==> src/rtl/cia_sp_peer_pkg.sv <==
// Shared definitions for the CIA-style serial-port peer: TX state encoding,
// bit-counter width and parameter defaults.
package cia_sp_peer_pkg;

  localparam int CNT_DIV_DEFAULT    = 4;     // clk cycles per CNT half-period on TX
  localparam int RX_TIMEOUT_DEFAULT = 1024;  // clk cycles before a partial RX byte is dropped

  localparam int                  BITCNT_W = 3;
  localparam logic [BITCNT_W-1:0] BIT_LAST = 3'd7;

  typedef enum logic [1:0] {
    TX_IDLE = 2'd0,
    TX_LOW  = 2'd1,
    TX_HIGH = 2'd2
  } tx_state_t;

endpackage

==> src/rtl/cia_sp_peer_sync_edge_det.sv <==
// Synchronizes an asynchronous shift-clock/data pair into the clk domain.
// Both lines get a two-flop synchronizer that resets to 1 (idle level of the
// SP/CNT pins). The clock line also gets a registered rising-edge pulse.
module sync_edge_det (
  input  logic clk,
  input  logic reset_n,
  input  logic edge_in,    // asynchronous shift clock
  input  logic data_in,    // asynchronous serial data
  output logic data_sync,  // data after two flops
  output logic edge_rise   // one-cycle pulse per rising edge of edge_in
);

  logic edge_meta;
  logic edge_sync;
  logic data_meta;

  // Two-flop synchronizers; the edge pulse is registered straight from the
  // first/second stage so a pin rise shows up two clocks later.
  always_ff @(posedge clk) begin
    if (!reset_n) begin
      edge_meta <= 1'b1;
      edge_sync <= 1'b1;
      edge_rise <= 1'b0;
      data_meta <= 1'b1;
      data_sync <= 1'b1;
    end else begin
      edge_meta <= edge_in;
      edge_sync <= edge_meta;
      edge_rise <= edge_meta & ~edge_sync;
      data_meta <= data_in;
      data_sync <= data_meta;
    end
  end

endmodule

==> src/rtl/cia_sp_peer.sv <==
// Board-side link partner for a CIA-style serial port.
// RX: samples sp_rx on each synchronized cnt_rx rising edge, MSB first, and
//     reports each complete byte with a one-cycle rx_valid pulse. A partial
//     byte is dropped after RX_TIMEOUT clocks without a CNT rise.
// TX: shifts tx_data out MSB first on sp_tx while generating cnt_tx, each
//     CNT half-period lasting CNT_DIV clocks. RX and TX run independently.
module cia_sp_peer
  import cia_sp_peer_pkg::*;
#(
  parameter int CNT_DIV    = CNT_DIV_DEFAULT,
  parameter int RX_TIMEOUT = RX_TIMEOUT_DEFAULT
) (
  input  logic       clk,
  input  logic       reset_n,
  input  logic       sp_rx,
  input  logic       cnt_rx,
  output logic       sp_tx,
  output logic       cnt_tx,
  input  logic [7:0] tx_data,
  input  logic       tx_valid,
  output logic       tx_ready,
  output logic [7:0] rx_data,
  output logic       rx_valid
);

  localparam int                DIV_W     = $clog2(CNT_DIV);
  localparam logic [DIV_W-1:0]  DIV_LAST  = DIV_W'(CNT_DIV - 1);
  localparam int                IDLE_W    = $clog2(RX_TIMEOUT + 1);
  localparam logic [IDLE_W-1:0] IDLE_LAST = IDLE_W'(RX_TIMEOUT - 1);

  // ---------------------------------------------------------------- RX path
  logic                sp_sync;
  logic                cnt_rise;
  logic [7:0]          rx_shift;
  logic [BITCNT_W-1:0] rx_bitcnt;
  logic [IDLE_W-1:0]   idle_cnt;

  sync_edge_det u_rx_sync (
    .clk       (clk),
    .reset_n   (reset_n),
    .edge_in   (cnt_rx),
    .data_in   (sp_rx),
    .data_sync (sp_sync),
    .edge_rise (cnt_rise)
  );

  // Shift in one bit per CNT rise, publish the byte on the 8th, and drop a
  // stalled partial byte once the idle counter expires.
  always_ff @(posedge clk) begin
    if (!reset_n) begin
      rx_shift  <= '0;
      rx_bitcnt <= '0;
      idle_cnt  <= '0;
      rx_data   <= '0;
      rx_valid  <= 1'b0;
    end else begin
      rx_valid <= 1'b0;
      if (cnt_rise) begin
        idle_cnt <= '0;
        if (rx_bitcnt == BIT_LAST) begin
          rx_data   <= {rx_shift[6:0], sp_sync};
          rx_valid  <= 1'b1;
          rx_bitcnt <= '0;
        end else begin
          rx_shift  <= {rx_shift[6:0], sp_sync};
          rx_bitcnt <= rx_bitcnt + 1'b1;
        end
      end else if (rx_bitcnt != '0) begin
        if (idle_cnt == IDLE_LAST) begin
          rx_bitcnt <= '0;
          idle_cnt  <= '0;
        end else begin
          idle_cnt <= idle_cnt + 1'b1;
        end
      end else begin
        idle_cnt <= '0;
      end
    end
  end

  // ---------------------------------------------------------------- TX path
  tx_state_t           state, state_d;
  logic [DIV_W-1:0]    div, div_d;
  logic [BITCNT_W-1:0] tbit, tbit_d;
  logic [7:0]          tx_shift, shift_d;
  logic                cnt_d, sp_d, ready_d;

  // TX state, divider, shifter and the registered pin/handshake outputs.
  always_ff @(posedge clk) begin
    if (!reset_n) begin
      state    <= TX_IDLE;
      div      <= '0;
      tbit     <= '0;
      tx_shift <= '0;
      cnt_tx   <= 1'b1;
      sp_tx    <= 1'b1;
      tx_ready <= 1'b1;
    end else begin
      // NOTE: clocked state uses non-blocking assignments so every flop
      // samples the pre-edge values, independent of statement order.
      state    <= state_d;
      div      <= div_d;
      tbit     <= tbit_d;
      tx_shift <= shift_d;
      cnt_tx   <= cnt_d;
      sp_tx    <= sp_d;
      tx_ready <= ready_d;
    end
  end

  // Next-state logic; pin values are computed one cycle early so the
  // outputs come straight from flops.
  always_comb begin
    // NOTE: every output of this block gets a default first, so no path
    // leaves one unassigned and no latch is inferred.
    state_d = state;
    div_d   = div;
    tbit_d  = tbit;
    shift_d = tx_shift;
    cnt_d   = cnt_tx;
    sp_d    = sp_tx;
    ready_d = tx_ready;
    unique case (state)
      TX_IDLE: begin
        cnt_d   = 1'b1;
        sp_d    = 1'b1;
        ready_d = 1'b1;
        if (tx_valid && tx_ready) begin
          shift_d = tx_data;
          tbit_d  = '0;
          div_d   = '0;
          ready_d = 1'b0;
          cnt_d   = 1'b0;
          sp_d    = tx_data[7];
          state_d = TX_LOW;
        end
      end
      TX_LOW: begin
        if (div == DIV_LAST) begin
          div_d   = '0;
          cnt_d   = 1'b1;
          state_d = TX_HIGH;
        end else begin
          div_d = div + 1'b1;
        end
      end
      TX_HIGH: begin
        if (div == DIV_LAST) begin
          div_d = '0;
          if (tbit == BIT_LAST) begin
            cnt_d   = 1'b1;
            sp_d    = 1'b1;
            ready_d = 1'b1;
            state_d = TX_IDLE;
          end else begin
            // Next bit is presented together with the falling CNT edge so
            // it is stable for the whole LOW+HIGH period.
            shift_d = {tx_shift[6:0], 1'b0};
            tbit_d  = tbit + 1'b1;
            cnt_d   = 1'b0;
            sp_d    = tx_shift[6];
            state_d = TX_LOW;
          end
        end else begin
          div_d = div + 1'b1;
        end
      end
      default: begin
        state_d = TX_IDLE;
      end
    endcase
  end

endmodule
==> config.mk <==
export PLATFORM = sky130hd
export DESIGN_NAME = cia_sp_peer
export DESIGN_NICKNAME = d
export VERILOG_FILES = /design/src/rtl/cia_sp_peer_pkg.sv /design/src/rtl/cia_sp_peer_sync_edge_det.sv /design/src/rtl/cia_sp_peer.sv
export SDC_FILE = /design/constraint.sdc
export NUM_CORES = 1
export LEC_CHECK = 0
export ABC_AREA = 1
export CAP_MARGIN = 10
export CORE_ASPECT_RATIO = 1.1
export CORE_MARGIN = 2
export CORE_UTILIZATION = 58
export CTS_BUF_LIST = sky130_fd_sc_hd__clkbuf_4 sky130_fd_sc_hd__clkbuf_8
export CTS_CLUSTER_DIAMETER = 40
export DETAILED_ROUTE_END_ITERATION = 8
export GPL_ROUTABILITY_DRIVEN = 0
export PLACE_DENSITY = 0.8
export SKIP_LAST_GASP = 1
export SYNTH_ARGS = -nofsm -noshare
export SYNTH_HDL_FRONTEND = slang
export SYNTH_SLANG_ARGS = --single-unit
==> constraint.sdc <==
create_clock -name clk -period 2 [get_ports clk]
set_input_delay 0.4 -clock clk [delete_from_list [all_inputs] [get_ports clk]]
set_output_delay 0.4 -clock clk [all_outputs]
set_load 0.02 [all_outputs]
==> metrics.yaml <==
routed_via_density: 4.95
dieWidth_microns: 64.3
cp.required_ps: 1600
fin_util_pct: 68.8
power.leakage_nw: 1.19
drc: 0
cts_tree: "done"
coreArea_sq_mm: 0.00390
powerDensity_mw_per_mm2: 950
area_growth_pct: 15.7
antennaDiodeCount: 0
end_kind: "output pin"
yosysTopAreaCell: "dfxtp_1"
worst_pin_slew_ps: 436
criticalPathCategory: "reg -> out"
die_area_sq_mm: 0.00452
ys_ff_latch: 52
antenna_found_initial: 0
grt_pass1_vias: 1721
cts_buffer_depth: 2
routed_wl_microns: 3990
cts_sinks: 52
drv_cap: 0
synth_cell_types: 27
status: "complete, no violations"
crit_family: "buffers and inverters"
syn_area_per_cell_sq_um: 7.56
hold_class: "reg -> reg"
synth_common_cells: "nor2_1, nand2_1, dfxtp_1"
drtPass1Iterations: 4
rsz0062_at_grt: "false"
max_slew_margin_pct: 70.9
fin_skew_ps: 11.9
io_pins: 25
grt.total_usage_pct: 19.4
path_buf_inv: 1
hold_viol_final: 0
min_period_over_period_pct: 83.6
nets: 358
cts.clk_slew.worst_paths_ps: 100
max_freq_mhz: 598
drive_gt1_share_pct: 6.59
setup_violations: 0
synth_ff_type: "dfxtp_1"
ys_seq_area_share_pct: 44.9
critPathMaxStageDelay_ps: 610
cts_resized: 0
worstSkewPairLatency_ps: 310
startpoint_type: "flop"
fin_setup_tns_ps: 0
hold_buffers: 0
gr-max-usage-layer: "met2"
synthCells: 307
cts_inserted_buffers: 5
p_clk_share_pct: 23.7
switching_share_pct: 34.2
dr.first_iter.drc_count: 155
post-cts-setup-buffers: 0
synth_area_leaders: "dfxtp_1, nor2_1, nand2_1"
slew_violations: 0
ant_nets: 0
synth_edf_count: 0
grt_max_degree: 18
htreeDepth: 2
ir_worst_vdd_mv: 0.920
async_flop_share_pct: 0
syn_nets: 332
hpwl_microns: 2850
cp_data_arrival_time_ps: 1270
synth_top_area_share_pct: 44.9
start_util_pct: 59.4
rows: 24
cp_max_fo: 3
met1_usage_pct: 23.3
vias: 1912
clock_tree.root_cell: "clkbuf_8"
io_buffers: 24
power_frac_comb_pct: 29.2
yosysWarnings: 0
grt_pass1_wl_microns: 7070
use_met3_pct: 4.83
slowest_stage: "clkdlybuf4s50_1"
p_int_w: 0.00168
grt_util_met2_pct: 33.8
p_switching_w: 0.000873
path_cells: "clkdlybuf4s50_1"
yosysMostFrequentCell: "nor2_1"
p_seq_share_pct: 47.1
synth_area_sq_mm: 0.00232
overflow: 0
wl_per_cell_microns: 10.3
dieHeight_microns: 70.3
fin_crit_ps: 1670
stage by stage:
stage / setup WS [ps] / total power, W / std cells / instance area, sq um / hold WS, ps
6_report: 328 / 0.00255 / 386 / 2680 / 399
5_1_grt: 165 / 0.00273 / 386 / 2680 / 413
4_1_cts: 314 / 0.00257 / 386 / 2680 / 403
3_5_place_dp: 262 / 0.00197 / 378 / 2590 / 388
3_3_place_gp: 306 / 0.00194 / 378 / 2590 / 381
2_1_floorplan: 557 / 0.00181 / 307 / 2320 / 374
cells in the final DEF, fill, tap and decap left out, types with 4 or more instances in the layout:
cell	instances
nand4_1	6
a21oi_1	11
inv_1	36
nor2_1	65
nand2_1	53
dfxtp_1	52
clkdlybuf4s50_1	24
xor2_1	4
o21ai_0	29
clkbuf_8	5
nand3_1	13
ha_1	12
path summary, 6_finish.rpt:
| check | startpoint | endpoint | slack [ps] | cells after the start |
|---|---|---|---|---|
| max | tx_ready | tx_ready | 330 | 1 |
| min | u_rx_sync.edge_sync | u_rx_sync.edge_rise | 400 | 1 |
| max reg2reg | state[0] | tx_shift[3] | 340 | 7 |
| min reg2reg | u_rx_sync.edge_sync | u_rx_sync.edge_rise | 400 | 1 |
power groups by stage:
stage / sequential [W] / clock (W) / combinational, W
2_1_floorplan: 0.00124 / 0 / 0.000576
3_3_place_gp: 0.00122 / 0 / 0.000725
3_5_place_dp: 0.00122 / 0 / 0.000741
4_1_cts: 0.00120 / 0.000621 / 0.000747
5_1_grt: 0.00121 / 0.000659 / 0.000854
6_report: 0.00120 / 0.000605 / 0.000746
flip-flops by register name, indices dropped and copies added, names as in the netlist, 2 cells and up:
register and cells:
tbit 3, div 2, rx_shift 7, tx_shift 7
rx_bitcnt 3, state 2, idle_cnt 11, rx_data 8
routing by layer:
metal	share of wire [%]	vias up	wire length, microns
li1	-	1022	-
met1	48	854	1910
met2	47	31	1890
met3	3.3	5	130
met4	1.4	0	55
met5	0	-	0
logic make-up (layout without fill, tap and decap cells):
family	count (synthesis)	after routing	share of synthesized area (%)
flops	52	52	44.9
buf+inv	44	71	8.25
fa+ha+maj	12	12	6.47
compound gates	45	45	10.6
simple gates	149	149	27.9
xor+xnor	5	5	1.89
cell type report:
| cell class | count | area [sq um] |
|---|---|---|
| Clock buffer | 5 | 68.8 |
| Clock inverter | 3 | 23.8 |
| Fill cell | 345 | 1220 |
| Inverter | 36 | 135 |
| Multi-Input combinational cell | 211 | 1090 |
| Sequential cell | 52 | 1040 |
| Tap cell | 52 | 65.1 |
| Timing Repair Buffer | 27 | 263 |
Power figures use the tool's default switching activity.
